===== config.mk =====
export PLATFORM = sky130hd
export DESIGN_NAME = reg_loc_table
export DESIGN_NICKNAME = d
export VERILOG_FILES = /design/src/rtl/reg_loc_table.sv
export SDC_FILE = /design/constraint.sdc
export NUM_CORES = 1
export LEC_CHECK = 0
export CORE_ASPECT_RATIO = 1.1
export CORE_MARGIN = 2
export CORE_UTILIZATION = 34
export CTS_CLUSTER_SIZE = 28
export DETAILED_ROUTE_END_ITERATION = 12
export GPL_TIMING_DRIVEN = 0
export SKIP_LAST_GASP = 1
export SYNTH_ARGS = -nofsm -noshare
export SYNTH_HDL_FRONTEND = slang
export SYNTH_SLANG_ARGS = --single-unit

===== constraint.sdc =====
create_clock -name i_clk -period 27.2 [get_ports i_clk]
set_clock_uncertainty 0.1 [all_clocks]
set_input_delay 5.44 -clock i_clk [delete_from_list [all_inputs] [get_ports i_clk]]
set_output_delay 5.44 -clock i_clk [all_outputs]
set_load 0.02 [all_outputs]

===== src/rtl/reg_loc_table.sv =====
// Rename-stage register location table (ARF vs ROB tag) with in-group bypass; reads 0-cycle, updates 1-cycle.
// No handshake: i_stall_rn blocks rename writes only, commit release and recover always apply.
module reg_loc_table #(
    parameter int WIDTH  = 2,
    parameter int NREG   = 32,
    parameter int LREG_W = 5,
    parameter int TAG_W  = 6
) (
    input  logic                        i_clk,
    input  logic                        i_rst_n,
    input  logic                        i_stall_rn,
    input  logic                        i_recover,
    input  logic [2*WIDTH*LREG_W-1:0]   i_src_l,
    input  logic [WIDTH*LREG_W-1:0]     i_rd_l,
    input  logic [WIDTH-1:0]            i_rd_en,
    input  logic [WIDTH*TAG_W-1:0]      i_rn_tag,
    input  logic [WIDTH*LREG_W-1:0]     i_cm_rd_l,
    input  logic [WIDTH-1:0]            i_cm_en,
    input  logic [WIDTH*TAG_W-1:0]      i_cm_tag,
    output logic [2*WIDTH-1:0]          o_src_in_rob,
    output logic [2*WIDTH*TAG_W-1:0]    o_src_tag,
    output logic [LREG_W:0]             o_rob_cnt
);

    localparam int NSRC = 2 * WIDTH;

    logic [NREG-1:0]   r_loc;
    logic [TAG_W-1:0]  r_tag [NREG];
    logic [LREG_W:0]   r_cnt;

    logic [NREG-1:0]   w_loc_nxt;
    logic [TAG_W-1:0]  w_tag_nxt [NREG];
    logic [LREG_W:0]   w_cnt_nxt;
    logic [LREG_W:0]   w_set;
    logic [LREG_W:0]   w_clr;

    logic [NSRC-1:0]   w_src_hit;
    logic [TAG_W-1:0]  w_src_tag [NSRC];

    // Source lookup: stored mapping, overridden by the youngest older slot in the group writing it.
    always_comb begin
        for (int k = 0; k < NSRC; k++) begin
            w_src_hit[k] = r_loc[i_src_l[k*LREG_W +: LREG_W]];
            w_src_tag[k] = r_tag[i_src_l[k*LREG_W +: LREG_W]];
            for (int j = 0; j < k / 2; j++) begin
                if (i_rd_en[j] && (i_rd_l[j*LREG_W +: LREG_W] != '0) &&
                    (i_rd_l[j*LREG_W +: LREG_W] == i_src_l[k*LREG_W +: LREG_W])) begin
                    w_src_hit[k] = 1'b1;
                    w_src_tag[k] = i_rn_tag[j*TAG_W +: TAG_W];
                end
            end
            if (i_src_l[k*LREG_W +: LREG_W] == '0) begin
                w_src_hit[k] = 1'b0;
            end
            if (!w_src_hit[k]) begin
                w_src_tag[k] = '0;
            end
        end
    end

    always_comb begin
        o_src_in_rob = '0;
        o_src_tag    = '0;
        for (int k = 0; k < NSRC; k++) begin
            o_src_in_rob[k]             = w_src_hit[k];
            o_src_tag[k*TAG_W +: TAG_W] = w_src_tag[k];
        end
    end

    // Commit is applied first so a same-edge rename of the same register overrides it.
    always_comb begin
        w_loc_nxt = r_loc;
        for (int r = 0; r < NREG; r++) begin
            w_tag_nxt[r] = r_tag[r];
        end
        if (i_recover) begin
            w_loc_nxt = '0;
            for (int r = 0; r < NREG; r++) begin
                w_tag_nxt[r] = '0;
            end
        end else begin
            for (int r = 1; r < NREG; r++) begin
                for (int c = 0; c < WIDTH; c++) begin
                    if (i_cm_en[c] && (i_cm_rd_l[c*LREG_W +: LREG_W] == LREG_W'(r)) &&
                        r_loc[r] && (r_tag[r] == i_cm_tag[c*TAG_W +: TAG_W])) begin
                        w_loc_nxt[r] = 1'b0;
                    end
                end
                if (!i_stall_rn) begin
                    for (int j = 0; j < WIDTH; j++) begin
                        if (i_rd_en[j] && (i_rd_l[j*LREG_W +: LREG_W] == LREG_W'(r))) begin
                            w_loc_nxt[r] = 1'b1;
                            w_tag_nxt[r] = i_rn_tag[j*TAG_W +: TAG_W];
                        end
                    end
                end
            end
        end
    end

    // Count tracks only location transitions, so re-renaming a mapped entry leaves it unchanged.
    always_comb begin
        w_set = '0;
        w_clr = '0;
        for (int r = 0; r < NREG; r++) begin
            if (!r_loc[r] && w_loc_nxt[r]) begin
                w_set = w_set + (LREG_W+1)'(1);
            end
            if (r_loc[r] && !w_loc_nxt[r]) begin
                w_clr = w_clr + (LREG_W+1)'(1);
            end
        end
        w_cnt_nxt = i_recover ? '0 : (r_cnt + w_set - w_clr);
    end

    always_ff @(posedge i_clk or negedge i_rst_n) begin
        if (!i_rst_n) begin
            r_loc <= '0;
            for (int r = 0; r < NREG; r++) begin
                r_tag[r] <= '0;
            end
            r_cnt <= '0;
        end else begin
            r_loc <= w_loc_nxt;
            for (int r = 0; r < NREG; r++) begin
                r_tag[r] <= w_tag_nxt[r];
            end
            r_cnt <= w_cnt_nxt;
        end
    end

    assign o_rob_cnt = r_cnt;

endmodule

==> key figures <==
Outcome
  – Status: finished, final reports clean

STA
  – Fin. max-slew vios: 0
  – RSZ-0062 raised after global routing: yes
  – Worst-Margin Slew: roughly 1.5 ns
  – Period utilization: between 90% and 100%
  – Fin crit period: ~27 ns
  – # setup viols final: 0
  – Slew HR: 1.22%
  – Fin. Hold Viols: 0
  – PnR worst setup slack: around 0.12 ns
  – FMAX: approximately 0.037 GHz

Routing
  – DRT Pass-1 Iters: 6
  – DR DRC count: 0
  – Post-Route WL: around 160000 um
  – Post-route ant nets: 0
  – Via density: ~6.4
  – Detailed-route via count: about 31000
  – DR iter-0 viols: between 3000 and 4000
  – Drt wl/cell: roughly 33 um

Job
  – Max cap viols: 0

Logic synthesis
  – Top cell type's share of synthesized area: 18.3%
  – Synth Flop Type: dfrtp_1
  – Synth async-reset ratio: 100%
  – Avg Synthesized Cell Area: between 9 and 10 um2
  – Yosys cell types: about 110
  – Cell Area, Synth: between 30000 and 40000 um2
  – Flops & latches, synth: approximately 220
  – Cell with the most instances after synthesis: nor2_1
  – Top cells by area, synth: dfrtp_1, mux4_2, xnor2_1
  – Yosys warns: 0
  – Largest area contributor in the netlist: dfrtp_1
  – Sequential area share after synthesis: 18.3%
  – Most common library cells after synthesis: nor2_1, xnor2_1, xor2_1, mux4_2, dfrtp_1
  – Post-Syn Instances: around 3400
  – EDFF count, synth: 0

Final layout
  – Area growth, synth to finish: 17.8%
  – Filler Cells Inserted: between 8000 and 9000
  – Final core occ: 40.4%
  – Design area: between 30000 and 40000 um2
  – Final #Nets: ~3700
  – Register area: between 5000 and 6000 um2
  – Fin cells: 4771
  – Area of the multi-input gates: around 24000 um2
  – Layout cells sized above 1: 20.8%

Clock tree
  – CTS tree: done
  – Worst skew pair latency: between 0.5 and 0.6 ns
  – Clk buf depth: 3
  – H-tree level count: 1
  – Clock sinks: 224
  – Hold_buf cts: 0
  – Clock transition at path regs: 0.07 ns
  – CTS Root Buffer Type: clkbuf_16
  – Num CTS Buffers: 26

Power
  – Peak supply drop: 0.0507 mV
  – Cell area power density: roughly 34 nW/um2
  – Overall power: around 1.2 mW
  – Leakage: between 10 and 15 nW

Global routing
  – First-pass GRT wire length: 218000 um
  – Vias in the first global route: 29310
  – GRT Total Usage: about a third
  – GRT overflow: 0
  – Initial antenna violation count: 9
  – Largest net degree at the start of global routing: between 100 and 150

Worst setup path
  – R2r endpoint: o_rob_cnt[5]$_DFF_PN0_
  – WS Path Type: input port to flip-flop
  – Critical Path RT: 27.53 ns
  – Register-to-register path setup slack: roughly 4 ns
  – Crit path max fanout: 14
  – WP data arrival: about 27 ns
  – Crit. End Element: flip-flop
  – Startpoint types: input port
  – Reg2reg start: r_tag[180]$_DFFE_PN0P_
  – CP max-delay cell: nand4_1
  – Worst reg-to-reg path cell count: around 120
  – Worst stage delay on the critical path: around 0.51 ns
  – Critical path's most frequent cell: ha_4

Worst hold path
  – Depth of the worst hold-timing path: 1
  – Hold path start: r_loc[0]$_DFF_PN0_
  – Worst hold endpoint: r_loc[0]$_DFF_PN0_
  – Hold Path Class: flip-flop to flip-flop

Floorplan
  – Die Span X: roughly 290 um
  – Number of I/O pins: approximately 110
  – Die Area: 92700 um2
  – CORE AREA: between 80000 and 90000 um2
  – Initial Util: about a third
  – FP Rows: between 100 and 150
  – Die height: roughly 320 um

Place
  – Gp weighted congestion: 1.07
  – Placed wire-length estimate: between 100000 and 150000 um
  – IO buf count: 72
  – Pre-CTS WS: -3.79 ns
  – Post-placement cell count: ~4600
  – Post-DP Area: 33500 um2
[per-layer routing]
layer | vias up | wire (um) | GRT usage [%]
li1 | 12907 | - | -
met1 | 14837 | 53500 | 37.1
met2 | 2255 | 65100 | 49.0
met3 | 663 | 19700 | 12.0
met4 | 8 | 17000 | 27.6
met5 | - | 57 | 0.208
[cells by family after synthesis]
kind of cell	count (synthesis)	share of synthesized area, %
AOI/OAI and AO/OA	532	12.5
muxes	439	24.1
buffers and inverters	371	5.44
and+or+nand+nor	1139	18.3
xor gates and xnor gates	584	18.2
adders and majority gates	74	3.13
DFF	224	18.3
other	2	0.0245
[worst max-delay path, delay by kind of cell]
kind | cells | cell delay [ns]
buffers and inverters | 11 | 1.11
AO/OA/AOI/OAI | 27 | 4.22
AND/OR/NAND/NOR | 28 | 3.54
XOR/XNOR | 8 | 1.48
adder cells (fa/ha/maj) | 32 | 8.64
multiplexers | 12 | 2.89
[layout by cell type, fill, tap and decap left out, drive strengths merged, types with 24 or more instances in the layout]
master and count:
mux4 235, mux2i 160, inv 70, a21oi 98
mux2 44, nor3 65, nor2 405, ha 68
nor4 59, xor2 265, buf 218, xnor2 299
nor2b 29, a211oi 113, a311oi 79, and2 24
o21ai 50, nand3 125, nand2 215, clkbuf 235
nand2b 28, nand4 78, dfrtp 224, clkdlybuf4s50 51
[how the worst max path moves through the flow]
| stage | startpoint | endpoint | cells past startpoint |
|---|---|---|---|
| floorplan | i_cm_tag[1] | o_rob_cnt[5]$_DFF_PN0_ | 120 |
| global placement | i_cm_rd_l[4] | o_rob_cnt[5]$_DFF_PN0_ | 115 |
| detailed placement | i_stall_rn | o_rob_cnt[5]$_DFF_PN0_ | 117 |
| CTS | i_cm_tag[11] | o_rob_cnt[5]$_DFF_PN0_ | 118 |
| global route | i_cm_rd_l[6] | o_rob_cnt[5]$_DFF_PN0_ | 117 |
| finish | i_cm_tag[6] | o_rob_cnt[5]$_DFF_PN0_ | 118 |
[area by class of cell]
class / count / share of cell area, %
Tap cell: 1170 / 4.05
Multi-Input combinational cell: 2771 / 67.4
Clock inverter: 17 / 0.584
Buffer: 268 / 4.40
Clock buffer: 30 / 1.95
Timing Repair Buffer: 219 / 5.34
Inverter: 68 / 0.719
Antenna cell: 4 / 0.0277
Sequential cell: 224 / 15.5
[metrics by stage]
step                hold WS [ns]  setup TNS, ns
detailed placement         0.516         -10.34
CTS                        0.536        -0.0210
finish                     0.535              0
global route               0.535         -0.663
global placement           0.512         -12.93
floorplan                  0.398              0
[power by group]
group          leakage, nW  switching [mW]  internal, mW
logic                 9.80           0.264         0.202
clock network        0.447           0.168         0.225
registers             3.11          0.0191         0.341
total                 13.4           0.452         0.768
[flip-flops by register name, summed over array words and instances (netlist names)]
signal     count
o_rob_cnt      6
r_loc         32
r_tag        186
[repair_timing]
item | in CTS | in global routing
endpoints found under the setup margin | 5 | 3
resized for setup | 151 | 109
buffers inserted | 82 | 54
gates cloned | 2 | 2
pin swaps | 44 | 84
No activity file was read; power rests on OpenSTA's default activity.
